File: config.mk
export PLATFORM = sky130hd
export DESIGN_NAME = data_fix_ctrl
export DESIGN_NICKNAME = d
export VERILOG_FILES = /design/src/rtl/data_fix_ctrl.sv
export SDC_FILE = /design/constraint.sdc
export NUM_CORES = 1
export LEC_CHECK = 0
export CELL_PAD_IN_SITES_DETAIL_PLACEMENT = 1
export CELL_PAD_IN_SITES_GLOBAL_PLACEMENT = 1
export CORE_UTILIZATION = 37
export CTS_BUF_LIST = sky130_fd_sc_hd__clkbuf_4
export DETAILED_ROUTE_END_ITERATION = 6
export PLACE_DENSITY_LB_ADDON = 0.05
export SLEW_MARGIN = 20
export SYNTH_ARGS = -nofsm -noshare
export SYNTH_HDL_FRONTEND = slang
export SYNTH_SLANG_ARGS = --single-unit
File: constraint.sdc
create_clock -name clk_pix -period 7.2 [get_ports clk_pix]
set_input_delay 0.72 -clock clk_pix [delete_from_list [all_inputs] [get_ports clk_pix]]
set_output_delay 0.72 -clock clk_pix [all_outputs]
set_load 0.02 [all_outputs]
File: src/rtl/data_fix_ctrl.sv
// data_fix_ctrl: frame gate, FIFO reset sequencer and guard window ahead of the 128->64 width converter.
// Define DATA_FIX_CTRL_DROP_CNT_EN to build the saturating dropped-frame counter; otherwise ov_drop_cnt is 0.
module data_fix_ctrl #(
    parameter int DATA_WD_128   = 128,
    parameter int RST_PULSE_LEN = 4,
    parameter int GUARD_CYCLES  = 8,
    parameter int CNT_WD        = 16
) (
    input  logic                   clk_pix,
    input  logic                   reset_pix,
    input  logic                   i_fval,
    input  logic                   i_data_valid,
    input  logic [DATA_WD_128-1:0] iv_data,
    input  logic                   i_acquisition_start,
    input  logic                   i_stream_enable,
    input  logic                   i_encrypt_state,
    output logic                   o_fifo_reset,
    output logic                   o_fval,
    output logic                   o_data_valid,
    output logic [DATA_WD_128-1:0] ov_data,
    output logic [CNT_WD-1:0]      ov_frame_cnt,
    output logic [CNT_WD-1:0]      ov_drop_cnt,
    output logic                   o_busy
);
    localparam int TMAX = RST_PULSE_LEN > GUARD_CYCLES ? RST_PULSE_LEN : GUARD_CYCLES;
    localparam int TW   = $clog2(TMAX + 1);

    typedef enum logic [2:0] {IDLE, RST, GUARD, PASS, DROP} state_t;

    state_t        state;
    logic          fval_d;
    logic          abort;
    logic [TW-1:0] tmr;
    logic          rise;
    logic          fall;
    logic          en;

    assign rise   = i_fval & ~fval_d;
    assign fall   = ~i_fval & fval_d;
    assign en     = i_acquisition_start & i_stream_enable & i_encrypt_state;
    assign o_busy = state != IDLE;

    // fval_d resets high so a frame already running at reset release never looks like a rise
    always_ff @(posedge clk_pix or posedge reset_pix) begin
        if (reset_pix) begin
            state        <= IDLE;
            fval_d       <= 1'b1;
            abort        <= 1'b0;
            tmr          <= '0;
            o_fifo_reset <= 1'b0;
            o_fval       <= 1'b0;
            o_data_valid <= 1'b0;
            ov_data      <= '0;
            ov_frame_cnt <= '0;
        end else begin
            fval_d       <= i_fval;
            o_data_valid <= 1'b0;
            case (state)
                IDLE: if (rise) begin
                    tmr          <= '0;
                    abort        <= 1'b0;
                    state        <= en ? RST : DROP;
                    o_fifo_reset <= en;
                end
                RST: begin
                    tmr <= tmr + 1'b1;
                    if (fall) abort <= 1'b1;
                    if (tmr == TW'(RST_PULSE_LEN - 1)) begin
                        tmr          <= '0;
                        o_fifo_reset <= 1'b0;
                        state        <= (abort | fall) ? IDLE : GUARD;
                    end
                end
                GUARD: begin
                    tmr <= tmr + 1'b1;
                    if (fall) state <= IDLE;
                    else if (tmr == TW'(GUARD_CYCLES - 1)) begin
                        state  <= PASS;
                        o_fval <= 1'b1;
                    end
                end
                PASS: if (fall) begin
                    state        <= IDLE;
                    o_fval       <= 1'b0;
                    ov_frame_cnt <= ov_frame_cnt + 1'b1;
                end else begin
                    o_data_valid <= i_data_valid;
                    ov_data      <= iv_data;
                end
                DROP: if (fall) state <= IDLE;
                default: state <= IDLE;
            endcase
        end
    end

`ifdef DATA_FIX_CTRL_DROP_CNT_EN
    // an aborted frame counts once even if i_fval toggles again before the pulse ends
    logic drop_evt;
    assign drop_evt = (state == IDLE  & rise & ~en) |
                      (state == RST   & fall & ~abort) |
                      (state == GUARD & fall);

    always_ff @(posedge clk_pix or posedge reset_pix) begin
        if (reset_pix) ov_drop_cnt <= '0;
        else if (drop_evt && !(&ov_drop_cnt)) ov_drop_cnt <= ov_drop_cnt + 1'b1;
    end
`else
    assign ov_drop_cnt = '0;
`endif
endmodule
==> impl_metrics.toml <==
[status]
status = "complete, no violations"

[synth]
syn-cell-area_um2 = 6797
yosys.cell_types.count = 47
synth.area.top_cells = "sky130_fd_sc_hd__dfrtp_1 (57%), sky130_fd_sc_hd__mux2_4 (24%), sky130_fd_sc_hd__mux2_2 (3.5%)"
synth_cells = 417
synth_seq_cells = 156
yosys.area.top_type = "sky130_fd_sc_hd__dfrtp_1"
yosysTopAreaCellShare_pct = 57.07
synth.avg_cell_area_um2 = 16.30
synth-warning-count = 0
ys_seq_area_share_pct = 57.46
ys_dominant_reg_cell = "sky130_fd_sc_hd__dfrtp_1"
synth-async-reset-ratio_pct = 100.0
synth_enable_flop_cells = 0

[setup_path]
critical-path-max-stage-delay_ns = 0.69
critical_path_required_ns = 6.48
reg2reg_to = "ov_data[15]"
worstSetupPathType = "flip-flop to primary output"
reg2reg_setup_slack_ns = 4.53
critical_path.startpoint_type = "flip-flop"
timing.critical_path.cells = "nor2_1 -> nand2_1 -> clkdlybuf4s50_1"
critical-path-slowest-cell = "sky130_fd_sc_hd__dfrtp_1"
worstPathArrival_ns = 2.19
reg2reg_depth = 4
worstPathMaxFanout = 14
end_kind = "primary output"
crit-reg2reg-launch = "state[1]"

[final_layout]
multiInputGateArea_um2 = 2596
finalCoreUtilization_pct = 55.51
register_area_um2 = 3905
nFillCells = 1773
area_growth_syn_to_layout_pct = 46.72
drive_above_1_share_pct = 24.06
design_area_um2 = 9972
final_net_count = 840

[placement]
dp_slack_ns = 3.781
place.port_buffers = 282
hpwlAfterDp_um = 13880
finalWeightedCongestion = 0.7988
postPlaceCellArea_um2 = 9653

[timing]
totalNegativeSetupSlack_ns = 0
maxSlewViolCount = 0
skew_ns = 0.02593
worst_slew_margin_rel_pct = 35.25
unrepaired_setup_endpoints_after_global_routing = "no"
tightest_slew_ns = 0.9713
timing.final.crit_period_ns = 2.909
clock.fmax_ghz = 0.3438
setup_ws_ns = 4.291
layout_worst_path_cycle_share_pct = 40.40
setup_violations = 0
hold_violations = 0

[die]
design.core.area_um2 = 17960
width_of_the_chip_um = 137.5
die_height_um = 137.5
start_util_pct = 37.84
row_count = 49
io-pin-count = 299
die_area_um2 = 18910

[cts]
tritoncts.num_buffers = 17
clk_transition_reported_paths_ns = 0.14
clockRootBuffer = "sky130_fd_sc_hd__clkbuf_4"
cts_max_level = 4
holdBufCountCts = 0
postCtsResizedCells = 0
clk-insertion-delay-late_ns = 0.54
cts_tree = "built"
numClockSinks = 156
post_cts_buffers = 0
cts-root-to-sink-buffers = 2

[detailed_routing]
via_count = 4468
postRouteWirelength_um = 18950
average_routed_wire_per_standard_cell_um = 20.01
remaining_drcs = 0
via_per_inst = 4.718
dr.pass1.iters = 4
number_of_nets_still_failing_antenna_checks_after_routing = 0
detail_route.iter0.violations = 193

[power]
vdd.ir_drop.worst_v = 0.0002052
pwr_density_cell_nw_per_um2 = 373.7
cellLeakagePower_nw = 4.511
design_power_total_mw = 3.727

[global_route]
gr-total-overflow = 0
pin_count_of_the_biggest_net_entering_global_routing = 88
grtUsageTotal_pct = 20.35
number_of_antenna_violations_at_the_first_check_in_global_routing = 3
wire_length_of_the_first_global_routing_pass_um = 28590
grt_pass1_vias = 4950

[hold_path]
instance_count_along_the_most_critical_hold_path = 1
hold_start = "ov_frame_cnt[15]"
min_delay_worst_endpoint = "ov_frame_cnt[15]"
min-delay-path-class = "flip-flop to flip-flop"

[run]
maxCapViolCount = 0
sequential cells by signal, indices dropped and copies added, names as in the netlist:
| name | count |
|---|---|
| ov_frame_cnt | 16 |
| abort | 1 |
| fval_d | 1 |
| o_fifo_reset | 1 |
| tmr | 4 |
| o_fval | 1 |
| o_data_valid | 1 |
| ov_data | 128 |
| state | 3 |
power by group:
part / leakage (nW) / switching (mW) / internal (mW)
clock network: 0.172 / 0.316 / 0.281
logic: 2.19 / 0.753 / 0.973
registers: 2.15 / 0.214 / 1.19
synth_stat cells, drive strengths merged, types with 3 or more instances:
| cell | instances |
|---|---|
| dfrtp | 155 |
| mux2 | 130 |
| buf | 33 |
| xnor2 | 11 |
| nand2 | 10 |
| nor2 | 9 |
| o21ai | 6 |
| nand3 | 5 |
| a21oi | 4 |
| inv | 4 |
| nand4 | 4 |
| xor2 | 4 |
| and3 | 3 |
| nand2b | 3 |
| nor3 | 3 |
cell families after synthesis:
family / after synthesis / share of synthesized area [%]
XOR/XNOR: 15 / 1.933
AO/OA/AOI/OAI: 21 / 2.154
other: 1 / 0.05518
adder cells (fa/ha/maj): 2 / 0.3681
flip-flops: 156 / 57.46
AND/OR/NAND/NOR: 53 / 5.007
buffers and inverters: 37 / 5.173
multiplexers: 132 / 27.85
layer usage:
layer  share of wire, %  track usage [%]
met5              0.047                0
met4                2.2            8.364
met3                6.6            5.850
met2                 51            34.34
met1                 40            24.21
worst max path at each step:
| stage | cells after the start | to | start |
|---|---|---|---|
| floorplan | 1 | abort | reset_pix |
| global placement | 5 | ov_data[2] | i_fval |
| detailed placement | 5 | ov_data[55] | i_fval |
| CTS | 3 | o_busy | state[2] |
| global route | 3 | o_busy | state[2] |
| finish | 3 | o_busy | state[2] |
metrics by stage:
stage / hold WS (ns) / cells
2_1_floorplan: 0.4679 / 432
3_3_place_gp: 0.4623 / 913
3_5_place_dp: 0.4734 / 913
4_1_cts: 0.4968 / 944
5_1_grt: 0.5033 / 946
6_report: 0.4845 / 947
cell type report:
cell class,instances,share of cell area [%]
flip-flops and latches,156,39.16
repair buffers,285,28.53
multi-input cells,239,26.04
well taps,229,2.873
clock inverters,12,1.694
clock buffers,19,1.430
inverters,4,0.2008
diodes,3,0.07528
placed cells by master (no fill, tap or decap), types with 3 or more instances in the layout:
cell                              instances
sky130_fd_sc_hd__clkdlybuf4s50_1        282
sky130_fd_sc_hd__dfrtp_1                155
sky130_fd_sc_hd__mux2_4                 109
sky130_fd_sc_hd__mux2_2                  21
sky130_fd_sc_hd__clkbuf_4                19
sky130_fd_sc_hd__conb_1                  16
sky130_fd_sc_hd__xnor2_1                 11
sky130_fd_sc_hd__nand2_1                 10
sky130_fd_sc_hd__nor2_1                   9
sky130_fd_sc_hd__nand3_1                  5
sky130_fd_sc_hd__o21ai_0                  5
sky130_fd_sc_hd__a21oi_1                  4
sky130_fd_sc_hd__xor2_1                   4
sky130_fd_sc_hd__nand4_1                  4
sky130_fd_sc_hd__bufinv_16                4
sky130_fd_sc_hd__diode_2                  3
sky130_fd_sc_hd__inv_1                    3
sky130_fd_sc_hd__nand2b_1                 3
sky130_fd_sc_hd__nor3_1                   3
sky130_fd_sc_hd__inv_6                    3
sky130_fd_sc_hd__clkinv_2                 3
sky130_fd_sc_hd__buf_4                    3
critical path: cells and delay by family (launching register included):
family / cells / cell delay [ns]
flops: 1 / 0.69
simple gates: 2 / 0.33
buf+inv: 1 / 0.62
(Power assumes the default switching activity.)
